**src/rtl/download_pkg.sv**
```systemverilog
// Shared types and constants for the ioctl download packer.
package download_pkg;

  // Bytes per packed SDRAM word.
  localparam int LANES  = 4;
  localparam int LANE_W = $clog2(LANES);

  // Write-side FSM states.
  typedef enum logic [0:0] {
    IDLE = 1'b0,
    REQ  = 1'b1
  } state_t;

  // One packed SDRAM write: word address plus little-endian data.
  typedef struct packed {
    logic [22:0] addr;
    logic [31:0] data;
  } word_t;

endpackage

```
**src/rtl/word_fifo.sv**
```systemverilog
// Small synchronous FIFO of packed words with show-ahead head output.
// A push while full is accepted only when a pop happens in the same cycle.
module word_fifo
  import download_pkg::*;
#(
  parameter int DEPTH = 4
) (
  input  logic  clk,
  input  logic  reset,
  input  logic  push,
  input  word_t push_data,
  input  logic  pop,
  output word_t head,
  output logic  full,
  output logic  empty
);

  localparam int AW = $clog2(DEPTH);

  word_t          mem_q [DEPTH];
  word_t          mem_d [DEPTH];
  logic [AW-1:0]  wr_ptr_q, wr_ptr_d;
  logic [AW-1:0]  rd_ptr_q, rd_ptr_d;
  logic [AW:0]    count_q, count_d;
  logic           do_push_s, do_pop_s;

  assign full  = (count_q == (AW + 1)'(DEPTH));
  assign empty = (count_q == (AW + 1)'(0));
  assign head  = mem_q[rd_ptr_q];

  // Next-state for storage, pointers and occupancy.
  always_comb begin
    do_pop_s  = pop & ~empty;
    do_push_s = push & (~full | do_pop_s);
    mem_d     = mem_q;
    wr_ptr_d  = wr_ptr_q;
    rd_ptr_d  = rd_ptr_q;
    count_d   = count_q;
    if (do_push_s) begin
      mem_d[wr_ptr_q] = push_data;
      wr_ptr_d        = wr_ptr_q + AW'(1);
    end else begin
      wr_ptr_d = wr_ptr_q;
    end
    if (do_pop_s) begin
      rd_ptr_d = rd_ptr_q + AW'(1);
    end else begin
      rd_ptr_d = rd_ptr_q;
    end
    case ({do_push_s, do_pop_s})
      2'b10:   count_d = count_q + (AW + 1)'(1);
      2'b01:   count_d = count_q - (AW + 1)'(1);
      default: count_d = count_q;
    endcase
  end

  // FIFO state registers.
  always_ff @(posedge clk or posedge reset) begin
    if (reset) begin
      for (int i = 0; i < DEPTH; i++) begin
        mem_q[i] <= '0;
      end
      wr_ptr_q <= '0;
      rd_ptr_q <= '0;
      count_q  <= '0;
    end else begin
      mem_q    <= mem_d;
      wr_ptr_q <= wr_ptr_d;
      rd_ptr_q <= rd_ptr_d;
      count_q  <= count_d;
    end
  end

endmodule

```
**src/rtl/download_packer.sv**
```systemverilog
// Packs ioctl download bytes into 32-bit little-endian SDRAM words and
// writes them out through a small FIFO with a req/ack handshake.
module download_packer
  import download_pkg::*;
#(
  parameter logic [22:0] BASE_ADDR  = 23'h0,
  parameter int          FIFO_DEPTH = 4
) (
  input  logic        clk,
  input  logic        reset,
  input  logic [19:0] ioctl_addr,
  input  logic [7:0]  ioctl_data,
  input  logic        ioctl_wr,
  input  logic        ioctl_download,
  output logic [22:0] sdram_addr,
  output logic [31:0] sdram_data,
  output logic        sdram_we,
  output logic        sdram_req,
  input  logic        sdram_ack,
  output logic        busy,
  output logic        done,
  output logic        overflow
);

  logic              dl_q, dl_d;
  logic              part_valid_q, part_valid_d;
  logic [22:0]       part_addr_q, part_addr_d;
  logic [31:0]       part_data_q, part_data_d;
  logic              push_valid_q, push_valid_d;
  word_t             push_word_q, push_word_d;
  state_t            state_q, state_d;
  logic              overflow_q, overflow_d;
  logic              armed_q, armed_d;

  logic              wr_s, rise_s, fall_s, evict_s, flush_s;
  logic [22:0]       word_addr_s;
  logic [LANE_W-1:0] lane_s;
  logic [31:0]       base_data_s, merged_s;
  logic              fifo_push_s, fifo_pop_s, fifo_full_s, fifo_empty_s;
  word_t             fifo_in_s, fifo_head_s;
  logic              busy_s;

  word_fifo #(.DEPTH(FIFO_DEPTH)) u_fifo (
    .clk       (clk),
    .reset     (reset),
    .push      (fifo_push_s),
    .push_data (fifo_in_s),
    .pop       (fifo_pop_s),
    .head      (fifo_head_s),
    .full      (fifo_full_s),
    .empty     (fifo_empty_s)
  );

  // Byte packer: merge bytes into the partial word, evict on address change,
  // flush on download end, and stage completed words for a push next cycle.
  // An evict/flush never coincides with a staged push because completing a
  // word always leaves the partial slot empty.
  always_comb begin
    wr_s        = ioctl_wr & ioctl_download;
    rise_s      = ioctl_download & ~dl_q;
    fall_s      = ~ioctl_download & dl_q;
    word_addr_s = BASE_ADDR + {5'd0, ioctl_addr[19:2]};
    lane_s      = ioctl_addr[1:0];
    evict_s     = wr_s & ~rise_s & part_valid_q & (part_addr_q != word_addr_s);
    flush_s     = fall_s & part_valid_q;
    base_data_s = (part_valid_q & ~rise_s & ~evict_s) ? part_data_q : 32'h0;
    merged_s    = base_data_s;
    merged_s[{lane_s, 3'b000} +: 8] = ioctl_data;

    dl_d         = ioctl_download;
    part_valid_d = part_valid_q;
    part_addr_d  = part_addr_q;
    part_data_d  = part_data_q;
    push_valid_d = 1'b0;
    push_word_d  = push_word_q;

    if (rise_s | flush_s) begin
      part_valid_d = 1'b0;
      part_addr_d  = 23'h0;
      part_data_d  = 32'h0;
    end else begin
      part_valid_d = part_valid_q;
    end

    if (wr_s) begin
      if (lane_s == LANE_W'(LANES - 1)) begin
        push_valid_d     = 1'b1;
        push_word_d.addr = word_addr_s;
        push_word_d.data = merged_s;
        part_valid_d     = 1'b0;
        part_addr_d      = 23'h0;
        part_data_d      = 32'h0;
      end else begin
        part_valid_d = 1'b1;
        part_addr_d  = word_addr_s;
        part_data_d  = merged_s;
      end
    end else begin
      push_valid_d = 1'b0;
    end

    fifo_push_s = push_valid_q | evict_s | flush_s;
    if (push_valid_q) begin
      fifo_in_s = push_word_q;
    end else begin
      fifo_in_s.addr = part_addr_q;
      fifo_in_s.data = part_data_q;
    end
  end

  // Write FSM, overflow tracking and done arming.
  always_comb begin
    state_d    = state_q;
    fifo_pop_s = 1'b0;
    case (state_q)
      IDLE: begin
        if (!fifo_empty_s) begin
          state_d = REQ;
        end else begin
          state_d = IDLE;
        end
      end
      REQ: begin
        if (sdram_ack) begin
          fifo_pop_s = 1'b1;
          state_d    = IDLE;
        end else begin
          state_d = REQ;
        end
      end
      default: state_d = IDLE;
    endcase

    overflow_d = overflow_q | (fifo_push_s & fifo_full_s & ~fifo_pop_s);

    busy_s = ~reset & (ioctl_download | ~fifo_empty_s | part_valid_q |
                       push_valid_q | (state_q == REQ));
    if (ioctl_download) begin
      armed_d = 1'b1;
    end else if (busy_s) begin
      armed_d = armed_q;
    end else begin
      armed_d = 1'b0;
    end
  end

  // All packer and FSM state registers.
  always_ff @(posedge clk or posedge reset) begin
    if (reset) begin
      dl_q         <= 1'b0;
      part_valid_q <= 1'b0;
      part_addr_q  <= 23'h0;
      part_data_q  <= 32'h0;
      push_valid_q <= 1'b0;
      push_word_q  <= '0;
      state_q      <= IDLE;
      overflow_q   <= 1'b0;
      armed_q      <= 1'b0;
    end else begin
      dl_q         <= dl_d;
      part_valid_q <= part_valid_d;
      part_addr_q  <= part_addr_d;
      part_data_q  <= part_data_d;
      push_valid_q <= push_valid_d;
      push_word_q  <= push_word_d;
      state_q      <= state_d;
      overflow_q   <= overflow_d;
      armed_q      <= armed_d;
    end
  end

  assign sdram_req  = (state_q == REQ);
  assign sdram_we   = (state_q == REQ);
  assign sdram_addr = (state_q == REQ) ? fifo_head_s.addr : 23'h0;
  assign sdram_data = (state_q == REQ) ? fifo_head_s.data : 32'h0;
  assign busy       = busy_s;
  assign done       = armed_q & ~busy_s;
  assign overflow   = overflow_q;

endmodule

```
**config.mk**
```make
export PLATFORM = sky130hd
export DESIGN_NAME = download_packer
export DESIGN_NICKNAME = d
export VERILOG_FILES = /design/src/rtl/download_pkg.sv /design/src/rtl/word_fifo.sv /design/src/rtl/download_packer.sv
export SDC_FILE = /design/constraint.sdc
export NUM_CORES = 1
export LEC_CHECK = 0
export CORE_UTILIZATION = 45
export DETAILED_ROUTE_END_ITERATION = 6
export PLACE_DENSITY = 0.6
export SLEW_MARGIN = 10
export SYNTH_ARGS = -nofsm -noshare
export SYNTH_HDL_FRONTEND = slang
export SYNTH_SLANG_ARGS = --single-unit
```
**constraint.sdc**
```tcl
create_clock -name clk -period 17.7 [get_ports clk]
set_input_delay 5.31 -clock clk [delete_from_list [all_inputs] [get_ports clk]]
set_output_delay 5.31 -clock clk [all_outputs]
set_load 0.005 [all_outputs]
```
; ---- Word level (Yosys, flattened, before mapping)
; Index checks and enable logic that the tools add are counted.
[word_totals]
regBits = 338
latch_bits = 0
ramBits = 0
rom_bits = 0
input_bits = 33
out_inout_bits = 60
word_cells = 108
n_memories = 0
[op_classes]
n_addsub = 5
mul = 0
n_div = 0
magnitude_cmp = 3
eq_ne = 6
shifts = 2
muxes = 30
n_bitwise = 36
n_reduce_logical = 5
[op_table]
columns = operator, n
row1 = bitwise mux 220 bit, 1
row2 = 2-to-1 mux 55 bit, 4
row3 = 2-to-1 mux 32 bit, 5
row4 = binary-select mux 55 bit (select 2 bit), 1
row5 = demux 55 bit (select 2 bit), 1
row6 = 2-to-1 mux 23 bit, 3
row7 = bitwise mux 32 bit, 1
row8 = "variable shift 8 x 7 -> 32 bit, first input constant", 1
row9 = indexed part select 8 x 7 -> 32 bit, 1
row10 = inequality test 23 x 18 -> 1 bit, 1
row11 = 2-to-1 mux 18 bit, 1
row12 = bitwise AND 1 bit, 15
row13 = 2-to-1 mux 1 bit, 11
row14 = inverter 1 bit, 10
row15 = OR 1 bit, 9
row16 = negation 5 -> 7 bit, 1
row17 = ">= comparator 3 bit, second input constant", 2
row18 = inverter 2 -> 3 bit, 2
row19 = one-hot mux 3 bit (2 select lines), 1
row20 = "adder 2 x 1 -> 2 bit, second input constant", 2
row21 = "== test 2 bit, second input constant", 2
row22 = nonzero test 2 bit, 2
row23 = "adder 3 x 1 -> 3 bit, second input constant", 1
row24 = "== test 3 bit, second input constant", 1
row25 = 8 further kinds, 8

; ---- Longest topological paths before layout
; Gate-level depths: netlist of run 1.
[depth]
ltp_word = 12
ltp_mapped = 11
ltp_nobuf = 11

; ---- Cells and area by module
; Synthesis of run 1 repeated with hierarchy kept, for this count alone.
[hier_totals]
hier_cells = 1167
area_unflattened_um2 = 15855.2
[modules_own_cells]
columns = module, instances, cells_per_inst, area_per_inst_um2, seq_area_each_um2
row1 = word_fifo, 1, 569, 9950.8, 5680.4
row2 = download_packer, 1, 598, 5904.4, 2652.5

; ---- Worst setup path before layout of run 1
; No wires, ideal clock.
[synth_timing]
path_type = in2out
from = input ioctl_download
to = output done
t_arrival_ns = 5.912
required_ns = 12.390
slack_ns = 6.478
path_stages = 4
n_path_buf = 1
cell_sequence = clkbuf_1 -> nor3_1 -> a21oi_1 -> nor2b_1
[synth_via]
elab_chain_cells = 7
[synth_rtl]
columns = item, line_no
row1 = "start, declared", download_packer.sv:14  ; input logic ioctl_download,
row2 = OR 1 bit (3 in a row), download_packer.sv:136  ; busy_s = ~reset & (ioctl_download | ~fifo_empty_s | part_valid_q |
row3 = OR 1 bit, download_packer.sv:137  ; push_valid_q | (state_q == REQ));
row4 = bitwise AND 1 bit, download_packer.sv:136
row5 = net busy, download_packer.sv:20  ; output logic busy,
row6 = inverter 1 bit, download_packer.sv:177  ; assign done = armed_q & ~busy_s;
row7 = bitwise AND 1 bit, download_packer.sv:177
row8 = "end, declared", download_packer.sv:21  ; output logic done,
; The timed path passes the listed nets, and every way through them passes these cells.

; ---- Worst setup path in the final report of run 1
[layout_timing]
from = input ioctl_download
to = output busy
[layout_via]
elab_chain_cells = 5
[layout_rtl]
columns = item, line_no
row1 = OR 1 bit (3 in a row), download_packer.sv:136
row2 = OR 1 bit, download_packer.sv:137
row3 = bitwise AND 1 bit, download_packer.sv:136
row4 = "end, declared", download_packer.sv:20
; Every way passes these cells.

==> impl_results.md, run 1 <==
- Fin crit period: 12250 ps
- Syn avg cell area: 13.4 µm²
- Boundary Pins: 93
- Critical Path Fanout Max: 9
- Clock Latency Late Sink: 510 ps
- Worst setup EP type: output port
- I/O Buffers: 87
- Grt total ovfl: 0
- Final core occ: 0.529
- Avg WL per Cell: 21.2 µm
- Final Power: 2040 µW
- Setup Viol. Count Final: 0
- RD Place Congestion: 0.757
- Flop2flop setup slack: 14610 ps
- CTS buffer count: 36
- Maximum clock insertion buffer count: 3
- H-tree Lvls: 2
- Hold-fix buffers, CTS: 0
- Vias per cell: 5.64
- Post-CTS sizing: 0
- Commonest non-fill, non-tap cell in the layout: dfrtp_1
- Core Box Area: 32500 µm²
- Clock skew: 19.3 ps
- Crit path to: busy
- CTS tree: done
- Maximum vdd drop: 0.0000930 V
- DIE HEIGHT: 183 µm
- RSZ-0062 raised after global routing: false
- DRT iter0 DRCs: 535
- Number of distinct library cells after synthesis: 42
- Register area share after synthesis: 0.530
- Slew Limit Headroom: 0.186
- Critical R2R Capture: u_fifo.count_q[2]$_DFFE_PP0P_
- Share of synthesized registers carrying an async set or reset: 1.00
- Main synth FF type: dfrtp_1
- Layout fillers: 2774
- Slowest-stage cell, CP: clkdlybuf4s50_1
- MaxCap Viol Count: 0
- Mapped Cells: 1100
- Most frequent cells in the layout: dfrtp_1 (309), mux2_2 (241), clkdlybuf4s50_1 (87), nand2_1 (68), and2_1 (52)
- Reg2Reg Depth: 11
- Area growth, synth to finish: 16.2%
- Number of global-route vias before repair: 9539
- Number of antenna diodes: 0
- Critical Path Source Type: input pin
- Least-Margin Pin Slew: 1220 ps
- Initial antenna violation count: 1
- Rows: 66
- Starting Density: 0.456
- Critical path's most frequent cell: clkdlybuf4s50_1
- GRT Total Usage: 0.213
- Crit-path cells: clkdlybuf4s50_1, nor3_1, a21oi_1, clkdlybuf4s50_1
- Period utilization: 0.692
- Router iterations before antenna repair: 5
- Postcts setup bufs: 0
- Net count, final: 1202
- Clock-pin slew on the worst setup and hold paths: 60 ps
- Post-DRT Antenna Nets: 0
- Synth Register Bits: 313
- CP bufs+invs: 2
- Pins Over Slew Limit: 0
- Post-Syn Area: 14800 µm²
- Layout cell share with drive strength beyond 1: 0.325
- Reg2reg start: sdram_req$_DFF_PP0_
- CTS Root Buffer Type: clkbuf_16
- Max frequency: 0.0817 GHz
- Clock sink count: 313
- CP Launch Point: ioctl_download
- CP max stage delay: 690 ps
- Routed WL: 34400 µm
- Critical path depth: 4
- Drc violations: 0
- Die Wd: 183 µm
- Critical Setup Path Class: input pin to output port
- CP required: 12390 ps
- Status: complete, no violations
- Post-synth EDFFs: 0
- Final count of hold timing violations: 0
- Largest net degree at the start of global routing: 117
- Synth warn: 0
- Hold Path Depth: 1
- Critical path data arrival time: 6940 ps
- Die Area: 33600 µm²
- First-pass GRT wire length: 55400 µm
- Leak: 0.00783 µW
- Vias post-DR: 9164
- DP Wirelength: 20000 µm
- Hold crit path type: register to register
- PD cells: 119 nW/µm²
- CP delay by family, top: buffers and inverters
- Setup_tns: 0 ps
==> logic make-up (layout without fill, tap and decap cells) <==
logic type / count (synthesis) / count (layout) / share of synthesized area
AND/OR/NAND/NOR: 180 / 180 / 0.0630
buffers and inverters: 109 / 188 / 0.0341
adder cells (fa/ha/maj): 12 / 12 / 0.0107
flip-flops: 313 / 313 / 0.530
AO/OA/AOI/OAI: 169 / 169 / 0.0877
XOR/XNOR: 24 / 24 / 0.0142
other: 1 / 5 / 0.000254
multiplexers: 292 / 292 / 0.260
==> metal layers <==
| layer | share of wire | routed length, µm | GRT usage | vias up |
|---|---|---|---|---|
| li1 | - | - | - | 4128 |
| met1 | 0.47 | 16100 | 0.305 | 4802 |
| met2 | 0.47 | 16300 | 0.344 | 183 |
| met3 | 0.042 | 1440 | 0.0328 | 49 |
| met4 | 0.015 | 531 | 0.0460 | 2 |
| met5 | 0.00038 | 13 | 0 | - |
==> report_power, final <==
| part | switching, µW | internal (µW) |
|---|---|---|
| clock network | 291 | 437 |
| registers | 67.0 | 806 |
| logic | 199 | 236 |
==> worst min path at each step <==
stage / from / endpoint
final: armed_q$_DFFE_PP0P_ / armed_q$_DFFE_PP0P_
after global routing: armed_q$_DFFE_PP0P_ / armed_q$_DFFE_PP0P_
after CTS: armed_q$_DFFE_PP0P_ / armed_q$_DFFE_PP0P_
after detailed placement: push_word_q[34]$_DFFE_PP0P_ / push_word_q[34]$_DFFE_PP0P_
after global placement: push_word_q[41]$_DFFE_PP0P_ / push_word_q[41]$_DFFE_PP0P_
after floorplan: push_word_q[32]$_DFFE_PP0P_ / push_word_q[32]$_DFFE_PP0P_
==> cells in the mapped netlist (all sizes together) (2+ instances only) <==
library cell	instances	area [µm²]
buf	45	264
a32oi	24	210
and2	52	325
a21oi	4	20.0
mux2	241	2710
clkbuf	45	169
a21o	3	22.5
a22o	18	158
nor3	4	20.0
xnor2	5	43.8
ha	11	138
o21ai	45	225
inv	19	71.3
or3	2	12.5
nand2b	25	156
a22oi	40	300
nor2	11	41.3
o31ai	32	337
xor2	19	166
nor4	6	37.5
mux4	50	1130
dfrtp	313	7830
nand2	68	255
nand3	6	30.0
==> final cells by class <==
type                       count  area [µm²]  share of cell area
timing repair buffer         105        1010              0.0586
multi-input combinational    682        6530               0.380
inverter                      19        78.8             0.00459
clock buffer                  54        1080              0.0629
sequential                   313        7840               0.456
tap                          442         553              0.0322
clock inverter                10        83.8             0.00488
==> state kept, by name, indices dropped and copies added (netlist names), 2 cells and up <==
register	cells
part_data_q	32
push_word_q	50
u_fifo.count_q	3
u_fifo.mem_q	200
u_fifo.rd_ptr_q	2
u_fifo.wr_ptr_q	2
part_addr_q	18
==> metrics by stage <==
stage / setup WS, ps / hold slack (ps) / instance area, µm² / instances
after CTS: 5460 / 473 / 17200 / 1625
after global placement: 5470 / 452 / 16000 / 1561
after global routing: 5360 / 479 / 17200 / 1625
after floorplan: 3730 / 440 / 14800 / 1104
after detailed placement: 5450 / 459 / 16000 / 1561
final: 5450 / 468 / 17200 / 1625
No activity file was read; power rests on OpenSTA's default activity.
==> run 2: changes to the inputs <==
- PLACE_DENSITY: 0.6 -> 0.63
- clock period: 17.7 -> 10.3 ns (I/O delays scaled with it)
==> impl_results.md, run 2 (synthesis gave the netlist of run 1 again) <==
- Status: complete, no violations
- Comb pwr share: 0.198 (-0.016)
- Routed WL: 33600 µm (-2.3%)
- Initial antenna violation count: 0 (-1)
- Vias per cell: 5.65 (+0.22%)
- Worst setup EP type: output port
- MaxCap Viol Count: 0 (unchanged)
- Grt total ovfl: 0 (unchanged)
- Leak: 0.00786 µW (+0.36%)
- DRT iter0 DRCs: 560 (+4.7%)
- Internal: 2630 µW (+78%)
- CP max stage delay: 610 ps (-80 ps)
- CTS Root Buffer Type: clkbuf_16
- Critical path's most frequent cell: clkdlybuf4s50_1
- Clock-pin slew on the worst setup and hold paths: 60 ps (about the same)
- Setup slack at placement: 2520 ps (-2930 ps)
- Hold-fix buffers, CTS: 0 (unchanged)
- Post-DRT Antenna Nets: 0 (unchanged)
- Starting Density: 0.456 (unchanged)
- PD cells: 207 nW/µm² (+75%)
- Clock Latency Late Sink: 510 ps (about the same)
- Postcts setup bufs: 0 (unchanged)
- Layout cell share with drive strength beyond 1: 0.324 (-0.00114)
- Post-CTS sizing: 0 (unchanged)
- Critical Setup Path Class: input pin to output port
- Net count, final: 1201 (-0.083%)
- Most frequent cells in the layout: dfrtp_1 (309), mux2_2 (241), clkdlybuf4s50_1 (87), nand2_1 (68), and2_1 (52)
- Layout fillers: 2780 (+0.22%)
- Router iterations before antenna repair: 5 (unchanged)
- Die Wd: 183 µm (unchanged)
- Drc violations: 0 (unchanged)
- Number of global-route vias before repair: 9632 (+0.97%)
- Multi-input gate area: 6530 µm² (about the same)
- Rows: 66 (unchanged)
- Commonest non-fill, non-tap cell in the layout: dfrtp_1
- Maximum vdd drop: 0.000140 V (+51%)
- Finished Layout Cells: 1623 (-0.12%)
- Number of antenna diodes: 0 (unchanged)
- Clock sink count: 313 (unchanged)
- Inst Count DP: 1561 (unchanged)
- CTS tree: done
- Final count of hold timing violations: 0 (unchanged)
- Period utilization: 0.757
- Pins Over Slew Limit: 0 (unchanged)
- CP bufs+invs: 2 (unchanged)
- DP Wirelength: 20100 µm (+0.91%)
- RD Place Congestion: 0.769 (+1.5%)
- Part of the power in registers: 0.428 (about the same)
- CP delay by family, top: buffers and inverters
- I/O Buffers: 87 (unchanged)
- Critical path data arrival time: 4700 ps (-2240 ps)
- Setup Viol. Count Final: 0 (unchanged)
- Critical Path Fanout Max: 9 (unchanged)
- Crit-path cells: clkdlybuf4s50_1, nor3_1, a21oi_1, nor2b_1, clkdlybuf4s50_1
- Area growth, synth to finish: 16.7%
- Biggest regs: u_fifo.mem_q: 200 flops, push_word_q: 50 flops, part_data_q: 32 flops
- Number of flip-flops in the largest register: 200 (unchanged)
- Slew Limit Headroom: 0.180 (-0.00582)
- Register name with the most flops: u_fifo.mem_q
- Psw: 948 µW (+70%)
- CP required: 7210 ps (-5180 ps)
- Setup_tns: 0 ps (unchanged)
- Critical Path Source Type: input pin
- CTS buffer count: 35 (-2.8%)
- Avg WL per Cell: 20.7 µm (-2.2%)
- First-pass GRT wire length: 54700 µm (-1.3%)
- Core Box Area: 32500 µm² (unchanged)
- Boundary Pins: 93 (unchanged)
- RSZ-0062 raised after global routing: false
- Least-Margin Pin Slew: 1220 ps (+2.24 ps)
- Die Area: 33600 µm² (unchanged)
- Maximum clock insertion buffer count: 3 (unchanged)
- H-tree Lvls: 2 (unchanged)
- Final setup margin: 2510 ps (-2950 ps)
- Largest net degree at the start of global routing: 165 (+41%)
- Vias post-DR: 9173 (+0.098%)
- Slowest-stage cell, CP: clkdlybuf4s50_1
- Clock skew: 22.7 ps (+3.44 ps)
- GRT Total Usage: 0.209 (-0.00382)
- Hold crit path type: register to register
- Clock power frac: 0.374 (+0.016)
- Reg area: 7840 µm² (unchanged)
- Switching share of power: 0.265 (-0.00879)
- DIE HEIGHT: 183 µm (unchanged)
- Max frequency: 0.128 GHz
- Fin crit period: 7790 ps
run 2: layer usage:
metal	part of all wire	track usage
met2	0.47	0.333
met5	0	0
met3	0.044	0.0340
met1	0.47	0.300
met4	0.020	0.0510
run 2: power by group through the flow:
stage	combinational (µW)	sequential (µW)	clock, µW
finish	707	1530	1340
global route	773	1560	1420
CTS	720	1540	1370
detailed placement	719	1560	0
global placement	706	1550	0
floorplan	549	1460	0
run 2: worst reg2reg max path: cells and delay by family, from the launching register on:
family | cells | cell delay (ps)
and+or+nand+nor | 3 | 590
buffers and inverters | 1 | 550
DFF | 1 | 740
muxes | 1 | 410
AOI/OAI and AO/OA | 2 | 1060
run 2: layout make-up:
cell class / count / area share
sequential: 313 / 0.454
timing repair buffer: 105 / 0.0590
clock inverter: 9 / 0.0102
multi-input combinational: 682 / 0.378
tap: 442 / 0.0320
inverter: 19 / 0.00435
clock buffer: 53 / 0.0618
run 2: stage by stage:
| stage | cell area (µm²) | hold WS (ps) | utilization | total power (µW) |
|---|---|---|---|---|
| finish | 17300 | 467 | 0.532 | 3580 |
| global route | 17300 | 493 | 0.532 | 3750 |
| CTS | 17300 | 471 | 0.532 | 3630 |
| detailed placement | 16000 | 457 | 0.493 | 2280 |
| global placement | 16000 | 452 | 0.493 | 2250 |
| floorplan | 14800 | 440 | - | 2010 |
run 2: final timing paths:
path	start	endpoint	slack, ps	depth (start not counted)
setup / recovery	ioctl_download	done	2510	5
hold / removal	push_word_q[33]$_DFFE_PP0P_	push_word_q[33]$_DFFE_PP0P_	470	2
setup reg to reg	sdram_req$_DFF_PP0_	u_fifo.mem_q[123]$_DFFE_PP0P_	6840	7
hold reg to reg	push_word_q[33]$_DFFE_PP0P_	push_word_q[33]$_DFFE_PP0P_	470	2
max in group asynchronous	reset	u_fifo.mem_q[127]$_DFFE_PP0P_	5490	4
min in group asynchronous	reset	part_addr_q[3]$_DFFE_PP0P_	3270	3
